--- src/rtl/axi_lite_pkg.sv ---
// axi_lite_pkg: shared AXI4-Lite definitions for the responder and the initiator.
//   - response codes
//   - write/read handshake FSM state encodings
//   - held write-beat struct
package axi_lite_pkg;

  localparam logic [1:0] RESP_OKAY   = 2'b00;
  localparam logic [1:0] RESP_EXOKAY = 2'b01;
  localparam logic [1:0] RESP_SLVERR = 2'b10;
  localparam logic [1:0] RESP_DECERR = 2'b11;

  typedef enum logic { W_IDLE, W_RESP } wr_state_e;
  typedef enum logic { R_IDLE, R_DATA } rd_state_e;

  // W beat captured when data arrives ahead of its address.
  typedef struct packed {
    logic [31:0] data;
    logic [3:0]  strb;
  } wbeat_t;

endpackage

--- src/rtl/axi_lite_regfile.sv ---
// axi_lite_regfile: NUM_REGS x 32-bit register storage.
// Ports:
//   ACLK, ARESETn      clock, synchronous active-low reset (clears all registers)
//   we/widx/wdata/wstrb one byte-strobed write port, applied at the rising edge
//   ridx -> rdata       combinational read port (returns the pre-edge value)
//   reg_out             all registers flattened, register i at [32*i+31:32*i]
module axi_lite_regfile #(
  parameter int NUM_REGS = 8,
  parameter int IDX_W    = $clog2(NUM_REGS)
) (
  input  logic                     ACLK,
  input  logic                     ARESETn,
  input  logic                     we,
  input  logic [IDX_W-1:0]         widx,
  input  logic [31:0]              wdata,
  input  logic [3:0]               wstrb,
  input  logic [IDX_W-1:0]         ridx,
  output logic [31:0]              rdata,
  output logic [NUM_REGS*32-1:0]   reg_out
);

  logic [NUM_REGS-1:0][31:0] regs;

  always_ff @(posedge ACLK) begin
    if (!ARESETn) begin
      regs <= '0;
    end else if (we) begin
      for (int b = 0; b < 4; b++)
        if (wstrb[b]) regs[widx][8*b +: 8] <= wdata[8*b +: 8];
    end
  end

  assign rdata   = regs[ridx];
  assign reg_out = regs;

endmodule

--- src/rtl/axi_lite_slave_regs.sv ---
// axi_lite_slave_regs: AXI4-Lite responder exposing a NUM_REGS x 32-bit register file.
// Ports:
//   ACLK, ARESETn                 clock, synchronous active-low reset
//   S_AXI_AW*/W*/B*               write address / data / response channels
//   S_AXI_AR*/R*                  read address / data channels
//   REG_OUT                       flat register contents for downstream control
// Address index = addr[IDX_W+1:2]; byte offset bits ignored.
// Optional: define AXIL_SLAVE_RANGE_CHECK_EN to answer SLVERR for addresses with
// any bit above the index set (no write, RDATA=0). Undefined: addresses alias.
module axi_lite_slave_regs
  import axi_lite_pkg::*;
#(
  parameter int ADDR_W   = 32,
  parameter int NUM_REGS = 8,
  parameter int IDX_W    = $clog2(NUM_REGS)
) (
  input  logic                    ACLK,
  input  logic                    ARESETn,
  input  logic [ADDR_W-1:0]       S_AXI_AWADDR,
  input  logic                    S_AXI_AWVALID,
  output logic                    S_AXI_AWREADY,
  input  logic [31:0]             S_AXI_WDATA,
  input  logic [3:0]              S_AXI_WSTRB,
  input  logic                    S_AXI_WVALID,
  output logic                    S_AXI_WREADY,
  output logic [1:0]              S_AXI_BRESP,
  output logic                    S_AXI_BVALID,
  input  logic                    S_AXI_BREADY,
  input  logic [ADDR_W-1:0]       S_AXI_ARADDR,
  input  logic                    S_AXI_ARVALID,
  output logic                    S_AXI_ARREADY,
  output logic [31:0]             S_AXI_RDATA,
  output logic [1:0]              S_AXI_RRESP,
  output logic                    S_AXI_RVALID,
  input  logic                    S_AXI_RREADY,
  output logic [NUM_REGS*32-1:0]  REG_OUT
);

  // ---------------- write path state ----------------
  wr_state_e         w_state_q, w_state_d;
  logic              aw_held_q, aw_held_d, w_held_q, w_held_d;
  logic [ADDR_W-1:0] awaddr_q, awaddr_d;
  wbeat_t            wbeat_q, wbeat_d;
  logic              awready_q, awready_d, wready_q, wready_d;
  logic              bvalid_q, bvalid_d;
  logic [1:0]        bresp_q, bresp_d;

  // ---------------- read path state ----------------
  rd_state_e         r_state_q, r_state_d;
  logic              arready_q, arready_d, rvalid_q, rvalid_d;
  logic [31:0]       rdata_q, rdata_d;
  logic [1:0]        rresp_q, rresp_d;

  // regfile ports
  logic              reg_we;
  logic [31:0]       reg_rdata;

  logic aw_hs, w_hs, ar_hs;
  assign aw_hs = S_AXI_AWVALID && awready_q;
  assign w_hs  = S_AXI_WVALID  && wready_q;
  assign ar_hs = S_AXI_ARVALID && arready_q;

  // Same-cycle handshakes bypass the holding registers so the commit lands on
  // the edge of the later handshake.
  logic [ADDR_W-1:0] wr_addr;
  wbeat_t            wr_beat;
  assign wr_addr = aw_hs ? S_AXI_AWADDR : awaddr_q;
  assign wr_beat = w_hs  ? '{data: S_AXI_WDATA, strb: S_AXI_WSTRB} : wbeat_q;

  logic wr_oor, rd_oor;
`ifdef AXIL_SLAVE_RANGE_CHECK_EN
  assign wr_oor = |wr_addr[ADDR_W-1:IDX_W+2];
  assign rd_oor = |S_AXI_ARADDR[ADDR_W-1:IDX_W+2];
`else
  assign wr_oor = 1'b0;
  assign rd_oor = 1'b0;
`endif

  // Bits outside the index are only consumed when range checking is built in.
  logic unused_addr_bits;
  assign unused_addr_bits = ^{wr_addr, S_AXI_ARADDR};

  axi_lite_regfile #(.NUM_REGS(NUM_REGS), .IDX_W(IDX_W)) u_regfile (
    .ACLK    (ACLK),
    .ARESETn (ARESETn),
    .we      (reg_we),
    .widx    (wr_addr[IDX_W+1:2]),
    .wdata   (wr_beat.data),
    .wstrb   (wr_beat.strb),
    .ridx    (S_AXI_ARADDR[IDX_W+1:2]),
    .rdata   (reg_rdata),
    .reg_out (REG_OUT)
  );

  // ---------------- write FSM ----------------
  always_comb begin
    w_state_d = w_state_q;
    aw_held_d = aw_held_q;
    w_held_d  = w_held_q;
    awaddr_d  = awaddr_q;
    wbeat_d   = wbeat_q;
    awready_d = awready_q;
    wready_d  = wready_q;
    bvalid_d  = bvalid_q;
    bresp_d   = bresp_q;
    reg_we    = 1'b0;
    unique case (w_state_q)
      W_IDLE: begin
        if (aw_hs) begin
          aw_held_d = 1'b1;
          awaddr_d  = S_AXI_AWADDR;
          awready_d = 1'b0;
        end
        if (w_hs) begin
          w_held_d = 1'b1;
          wbeat_d  = wr_beat;
          wready_d = 1'b0;
        end
        if ((aw_held_q || aw_hs) && (w_held_q || w_hs)) begin
          reg_we    = !wr_oor;
          bvalid_d  = 1'b1;
          bresp_d   = wr_oor ? RESP_SLVERR : RESP_OKAY;
          aw_held_d = 1'b0;
          w_held_d  = 1'b0;
          awready_d = 1'b0;
          wready_d  = 1'b0;
          w_state_d = W_RESP;
        end
      end
      W_RESP: begin
        if (bvalid_q && S_AXI_BREADY) begin
          bvalid_d  = 1'b0;
          awready_d = 1'b1;
          wready_d  = 1'b1;
          w_state_d = W_IDLE;
        end
      end
      default: w_state_d = W_IDLE;
    endcase
  end

  always_ff @(posedge ACLK) begin
    if (!ARESETn) begin
      w_state_q <= W_IDLE;
      aw_held_q <= 1'b0;
      w_held_q  <= 1'b0;
      awaddr_q  <= '0;
      wbeat_q   <= '0;
      awready_q <= 1'b1;
      wready_q  <= 1'b1;
      bvalid_q  <= 1'b0;
      bresp_q   <= RESP_OKAY;
    end else begin
      w_state_q <= w_state_d;
      aw_held_q <= aw_held_d;
      w_held_q  <= w_held_d;
      awaddr_q  <= awaddr_d;
      wbeat_q   <= wbeat_d;
      awready_q <= awready_d;
      wready_q  <= wready_d;
      bvalid_q  <= bvalid_d;
      bresp_q   <= bresp_d;
    end
  end

  // ---------------- read FSM ----------------
  // reg_rdata is sampled before any same-edge write lands: collisions return old data.
  always_comb begin
    r_state_d = r_state_q;
    arready_d = arready_q;
    rvalid_d  = rvalid_q;
    rdata_d   = rdata_q;
    rresp_d   = rresp_q;
    unique case (r_state_q)
      R_IDLE: begin
        if (ar_hs) begin
          rdata_d   = rd_oor ? 32'h0 : reg_rdata;
          rresp_d   = rd_oor ? RESP_SLVERR : RESP_OKAY;
          rvalid_d  = 1'b1;
          arready_d = 1'b0;
          r_state_d = R_DATA;
        end
      end
      R_DATA: begin
        if (rvalid_q && S_AXI_RREADY) begin
          rvalid_d  = 1'b0;
          arready_d = 1'b1;
          r_state_d = R_IDLE;
        end
      end
      default: r_state_d = R_IDLE;
    endcase
  end

  always_ff @(posedge ACLK) begin
    if (!ARESETn) begin
      r_state_q <= R_IDLE;
      arready_q <= 1'b1;
      rvalid_q  <= 1'b0;
      rdata_q   <= '0;
      rresp_q   <= RESP_OKAY;
    end else begin
      r_state_q <= r_state_d;
      arready_q <= arready_d;
      rvalid_q  <= rvalid_d;
      rdata_q   <= rdata_d;
      rresp_q   <= rresp_d;
    end
  end

  assign S_AXI_AWREADY = awready_q;
  assign S_AXI_WREADY  = wready_q;
  assign S_AXI_BVALID  = bvalid_q;
  assign S_AXI_BRESP   = bresp_q;
  assign S_AXI_ARREADY = arready_q;
  assign S_AXI_RVALID  = rvalid_q;
  assign S_AXI_RDATA   = rdata_q;
  assign S_AXI_RRESP   = rresp_q;

endmodule

--- config.mk ---
export PLATFORM = sky130hd
export DESIGN_NAME = axi_lite_slave_regs
export DESIGN_NICKNAME = d
export VERILOG_FILES = /design/src/rtl/axi_lite_pkg.sv /design/src/rtl/axi_lite_regfile.sv /design/src/rtl/axi_lite_slave_regs.sv
export SDC_FILE = /design/constraint.sdc
export NUM_CORES = 1
export LEC_CHECK = 0
export BUFFER_PORTS_ARGS = -buffer_cell sky130_fd_sc_hd__buf_2
export CORE_ASPECT_RATIO = 1.5
export CORE_MARGIN = 4
export CORE_UTILIZATION = 53
export CTS_CLUSTER_SIZE = 40
export DETAILED_ROUTE_END_ITERATION = 10
export GPL_TIMING_DRIVEN = 0
export PLACE_DENSITY = 0.82
export SKIP_LAST_GASP = 1
export SYNTH_ARGS = -nofsm -noshare
export SYNTH_HDL_FRONTEND = slang
export SYNTH_HIERARCHICAL = 1
export SYNTH_SLANG_ARGS = --single-unit
--- constraint.sdc ---
create_clock -name ACLK -period 2.7 [get_ports ACLK]
set_input_delay 0.135 -clock ACLK [delete_from_list [all_inputs] [get_ports ACLK]]
set_output_delay 0.135 -clock ACLK [all_outputs]
set_load 0.01 [all_outputs]
# Yosys cells after proc, flatten, opt, wreduce, memory -nomap -nowiden
# Index checks and enable logic that the tools add are counted.
[totals] register_bits=338 input_bits=107 output_inout_bits=297 word_cells=106
[op_classes] n_lt_le_gt_ge=3 n_eq_ne=6 mux=53 n_bitwise=2 reduce_logical=20
[op_table] operator="two-way mux 256 bit" count=10
[op_table] operator="bitwise mux 256 bit" count=4
[op_table] operator="demux 32 bit (select 3 bit)" count=4
[op_table] operator="binary-select mux 32 bit (select 3 bit)" count=1
[op_table] operator="two-way mux 32 bit" count=2
[op_table] operator="two-way mux 36 bit" count=1
[op_table] operator="two-way mux 24 bit" count=1
[op_table] operator="two-way mux 1 bit" count=20
[op_table] operator="AND reduction 2 bit" count=9
[op_table] operator="two-way mux 16 bit" count=1
[op_table] operator="one-hot mux 1 bit (2 select lines)" count=7
[op_table] operator="< comparator 3 x 4 -> 1 bit, second input constant" count=2
[op_table] operator="two-way mux 8 bit" count=1
[op_table] operator="logical AND 1 bit" count=7
[op_table] operator="inequality test 3 bit, second input constant" count=2
[op_table] operator="two-way mux 5 bit" count=1
[op_table] operator="inequality test 2 x 1 -> 1 bit, second input constant" count=2
[op_table] operator="inequality test 2 bit, second input constant" count=2
[op_table] operator="nonzero test 2 bit" count=2
[op_table] operator=">= comparator 3 x 1 -> 1 bit, second input constant" count=1
[op_table] operator="logical OR 1 bit" count=2
[op_table] operator="inverter 1 bit" count=2

# Depth between registers and ports, before layout
[depth] depth_word=20 mapped_depth=8 depth_no_buf=6

# Hierarchy
# The synthesis kept the hierarchy.
[modules_own_cells] mod="axi_lite_regfile" n_inst=1 cells_each=1004 area_each_um2=11165.7 seq_area_each_um2=5124.9
[modules_own_cells] mod="axi_lite_slave_regs" n_inst=1 cells_each=394 area_each_um2=3350.7 seq_area_each_um2=1601.5

# Worst setup path before layout
# No wires, ideal clock.
[synth_timing] kind="register -> register" startpoint="register wready_q (netlist: S_AXI_WREADY)" endpoint="register u_regfile.regs (netlist bit u_regfile/reg_out[0])" setup_ns=0.126 arrival_time_ns=1.932 required_time_ns=2.574 slack_ns=0.642 stages_incl_launch_ff=8 n_path_buf=2 period_less_slack_ns=2.058 path_cell_list="dfxtp_1 > nand2_2 > clkbuf_8 > mux2_2 > nand3b_1 > or3_1 > buf_2 > mux2i_1"
[synth_lines] item="start, declared" line="axi_lite_slave_regs.sv:44" text="logic awready_q, awready_d, wready_q, wready_d;"
[synth_lines] item="start signal, assigned" line="axi_lite_slave_regs.sv:160" text="wready_q <= wready_d;"
[synth_lines] item="end signal, assigned by index" line="axi_lite_regfile.sv:29" text="if (wstrb[b]) regs[widx][8*b +: 8] <= wdata[8*b +: 8];"
[synth_lines] item="end, declared" line="axi_lite_regfile.sv:22" text="logic [NUM_REGS-1:0][31:0] regs;"

# Worst setup path in the final report
[layout_timing] startpoint="register awready_q (netlist: S_AXI_AWREADY)" endpoint="register u_regfile.regs (netlist bit u_regfile/reg_out[82])"
[layout_between] word_cells_on_any_way=28 classes_between="order compare: 2; mux: 22; reduce/logical: 4"
[layout_lines] item="start, declared" line="axi_lite_slave_regs.sv:44"
[layout_lines] item="start signal, assigned" line="axi_lite_slave_regs.sv:159" text="awready_q <= awready_d;"
[layout_lines] item="logical AND 1 bit" line="axi_lite_slave_regs.sv:59" text="assign aw_hs = S_AXI_AWVALID && awready_q;"
[layout_lines] item="logical OR 1 bit" line="axi_lite_slave_regs.sv:119" text="if ((aw_held_q || aw_hs) && (w_held_q || w_hs)) begin"
[layout_lines] item="logical AND 1 bit" line="axi_lite_slave_regs.sv:119"
[layout_lines] item="two-way mux 1 bit" line="axi_lite_slave_regs.sv:119"
[layout_lines] item="two-way mux 1 bit" line="axi_lite_slave_regs.sv:107" text="unique case (w_state_q)"
[layout_lines] item="via reg_we" line="axi_lite_slave_regs.sv:55" text="logic reg_we;"
# The timed path passes the listed nets, and every way through them passes these cells. The select of a mux whose other input is x is not followed.
# A chain may end at the register's enable or synchronous reset.

==> impl_metrics.json <==
{
  "ys_types": 34,
  "arrival_ps": 3040,
  "setup-tns-final_ps": 0,
  "ys.flop_type": "dfxtp_1",
  "timing.final.ws_setup_ps": 134,
  "die_x_um": 143,
  "fillers": 1995,
  "hold_class": "input pin to flip-flop",
  "detail-route-antenna-nets": 0,
  "skew_ps": 14.6,
  "synth_top_cells_by_area": "dfxtp_1 (46%), mux2i_1 (18%), nand2_1 (11%), mux4_2 (9.9%), mux2_2 (5.5%)",
  "vias": 12900,
  "ys_ff_latch": 336,
  "cts-root-buf": "clkbuf_16",
  "clock_power_share_pct": 41.4,
  "first_pass_iters": 7,
  "worstMarginPinSlew_ps": 1230,
  "nets": 1924,
  "wl_per_cell_um": 24.4,
  "multi_input_area_um2": 7320,
  "grt_pass1_wl_mm": 77.7,
  "vias_per_cell": 5.94,
  "peakVddDrop_mv": 0.469,
  "crit_fanout": 8,
  "cts_max_level": 1,
  "grt_usage_pct": 34.0,
  "num_rows": 73,
  "core-area_um2": 26800,
  "synthesis.area_um2": 14500,
  "period_minus_slack_ps": 2570,
  "critPathKind": "flip-flop to flip-flop",
  "die-area_um2": 30200,
  "io_buffers": 338,
  "fp.dieH_um": 211,
  "switching_share_pct": 25.3,
  "share_comb_of_total_power_pct": 10.3,
  "seq_area_frac_synth_pct": 46.3,
  "clock_latency_ps": 560,
  "power_per_cell_area_nw_per_um2": 581,
  "p_leak_nw": 7.68,
  "drc": 0,
  "pre_cts_ws_ps": 98.2,
  "ff_latch_area_um2": 6730,
  "cap_violations": 0,
  "power.switching_mw": 2.66,
  "grt_pass1_vias": 13100,
  "finalWeightedCongestion": 0.893,
  "relSlewSlack_pct": 17.8,
  "intPower_mw": 7.86,
  "crit_start": "S_AXI_AWREADY",
  "drive_gt1_share_pct": 32.5,
  "drv_slew": 0,
  "status": "finished clean",
  "grt_max_degree": 16,
  "first_iter_violations": 1098,
  "r2r-end": "u_regfile/reg_out[82]",
  "end_kind": "flip-flop",
  "clockBufferDepth": 3,
  "io_pins": 404,
  "r2r_slack_ps": 130,
  "reg2regPathDepth": 7,
  "cts_tree": "built",
  "finalSetupViolCount": 0,
  "synth-edff-count": 0,
  "r2r-start": "S_AXI_AWREADY",
  "p_seq_share_pct": 48.3,
  "fin_crit_sh_pct": 95.0,
  "syn2layout_area_growth_pct": 24.7,
  "tritoncts.num_buffers": 31,
  "synth_top_area_share_pct": 46.3,
  "yosys.area.top_type": "dfxtp_1",
  "rsz0062_at_grt": "no",
  "finalHoldViolations": 0,
  "ys_warn_count": 6,
  "overflow": 0,
  "cp.required_ps": 3170,
  "syn_area_per_cell_um2": 10.4,
  "start_util_pct": 54.2,
  "syn_inst": 1398,
  "fmax_ghz": 0.390,
  "antenna_found_initial": 1,
  "clock_sinks": 336,
  "crit_path_end": "u_regfile/reg_out[82]",
  "dpl.hpwl_mm": 38.1,
  "path_clk_slew_ps": 70,
  "async_reset_ff_share_pct": 0,
  "finalWirelength_mm": 53.1,
  "cp-start-kind": "flip-flop"
}
==> state kept, by name (all words and copies together), names as in the netlist, 3 cells and up <==
signal,flops
awaddr_q,3
wbeat_q,36
S_AXI_RDATA,32
u_regfile/reg_out,256
==> synthesized netlist by cell type, types with 4 or more instances <==
cell,instances
buf_4,14
nor2_1,6
nand3_1,4
buf_6,4
or3_1,4
nor2_2,20
dfxtp_1,336
mux2i_1,259
nand2b_1,5
nand2_1,430
inv_1,4
a21oi_1,72
mux2_2,71
buf_1,6
buf_2,26
nor2_4,6
clkbuf_1,39
nand3b_1,6
mux4_2,64
==> layout make-up <==
cell class	instances	share of cell area, %
Multi-Input combinational cell	970	40.5
Sequential cell	336	37.2
Timing Repair Buffer	383	11.8
Clock buffer	42	4.85
Buffer	91	2.63
Tap cell	337	2.33
Clock inverter	11	0.622
Inverter	4	0.0830
Antenna cell	1	0.0138
==> power groups by stage <==
stage	registers, mW	clock network (mW)	logic [mW]
3_3_place_gp	5.18	0	0.983
4_1_cts	5.08	4.39	1.06
6_report	5.08	4.35	1.09
2_1_floorplan	5.19	0	0.618
3_5_place_dp	5.19	0	0.999
5_1_grt	5.09	4.58	1.13
==> cells by family after synthesis <==
kind of cell / share of synthesized area [%]
other: 0.0258
AOI/OAI and AO/OA: 2.98
buffers and inverters: 3.39
DFF: 46.3
and+or+nand+nor: 14.0
muxes: 33.3
==> critical path, cell delays in order (launching register included) <==
cell and delay, ps:
dfxtp_1 380, nand2_1 160, a21o_1 280, nor2_1 270, buf_4 220, nand3b_1 220, nor2_2 630, mux2i_1 310
==> stage by stage <==
step / power (mW) / utilization (%) / area, um^2 / cells / hold WS, ps
2_1_floorplan: 5.80 / - / 14500 / 1401 / 211
3_3_place_gp: 6.17 / 62.2 / 16600 / 2076 / 372
3_5_place_dp: 6.19 / 62.2 / 16600 / 2076 / 372
4_1_cts: 10.5 / 67.6 / 18100 / 2174 / 221
5_1_grt: 10.8 / 67.6 / 18100 / 2175 / 232
6_report: 10.5 / 67.6 / 18100 / 2175 / 234
==> routing by layer <==
layer | vias up | routed length, um | GRT usage (%)
met5 | - | 0 | 0
met4 | 0 | 4340 | 22.6
met3 | 233 | 4560 | 6.16
met2 | 833 | 26300 | 58.3
met1 | 6200 | 17900 | 38.1
li1 | 5648 | - | -
==> worst min-delay path by stage <==
stage	from	end	slack, ps	depth (start not counted)
2_1_floorplan	ARESETn	S_AXI_ARREADY	210	1
3_3_place_gp	S_AXI_RREADY	S_AXI_RVALID	370	2
3_5_place_dp	S_AXI_RREADY	S_AXI_RVALID	370	2
4_1_cts	S_AXI_ARVALID	S_AXI_RDATA[0]	220	5
5_1_grt	S_AXI_ARADDR[2]	S_AXI_RDATA[16]	230	4
6_report	S_AXI_ARVALID	S_AXI_RDATA[0]	230	5
==> cell usage in the layout (no fill, tap or decap), types with 9 or more instances in the layout <==
cell type,Yosys,final
nand2_1,430,430
buf_2,26,364
dfxtp_1,336,336
mux2i_1,259,259
a21oi_1,72,72
mux2_2,71,71
mux4_2,64,64
dlygate4sd3_1,0,45
clkbuf_1,39,44
clkbuf_16,0,31
nor2_2,20,17
buf_4,14,14
nor2_4,6,9
==> timing repair <==
action | in CTS | in global routing
buffers inserted | 0 | 0
endpoints found under the setup margin | 0 | 21
resized for setup | 0 | 3
hold buffers | 45 | 0
hold endpoints to repair | 48 | 0
No activity file was read; power rests on OpenSTA's default activity.
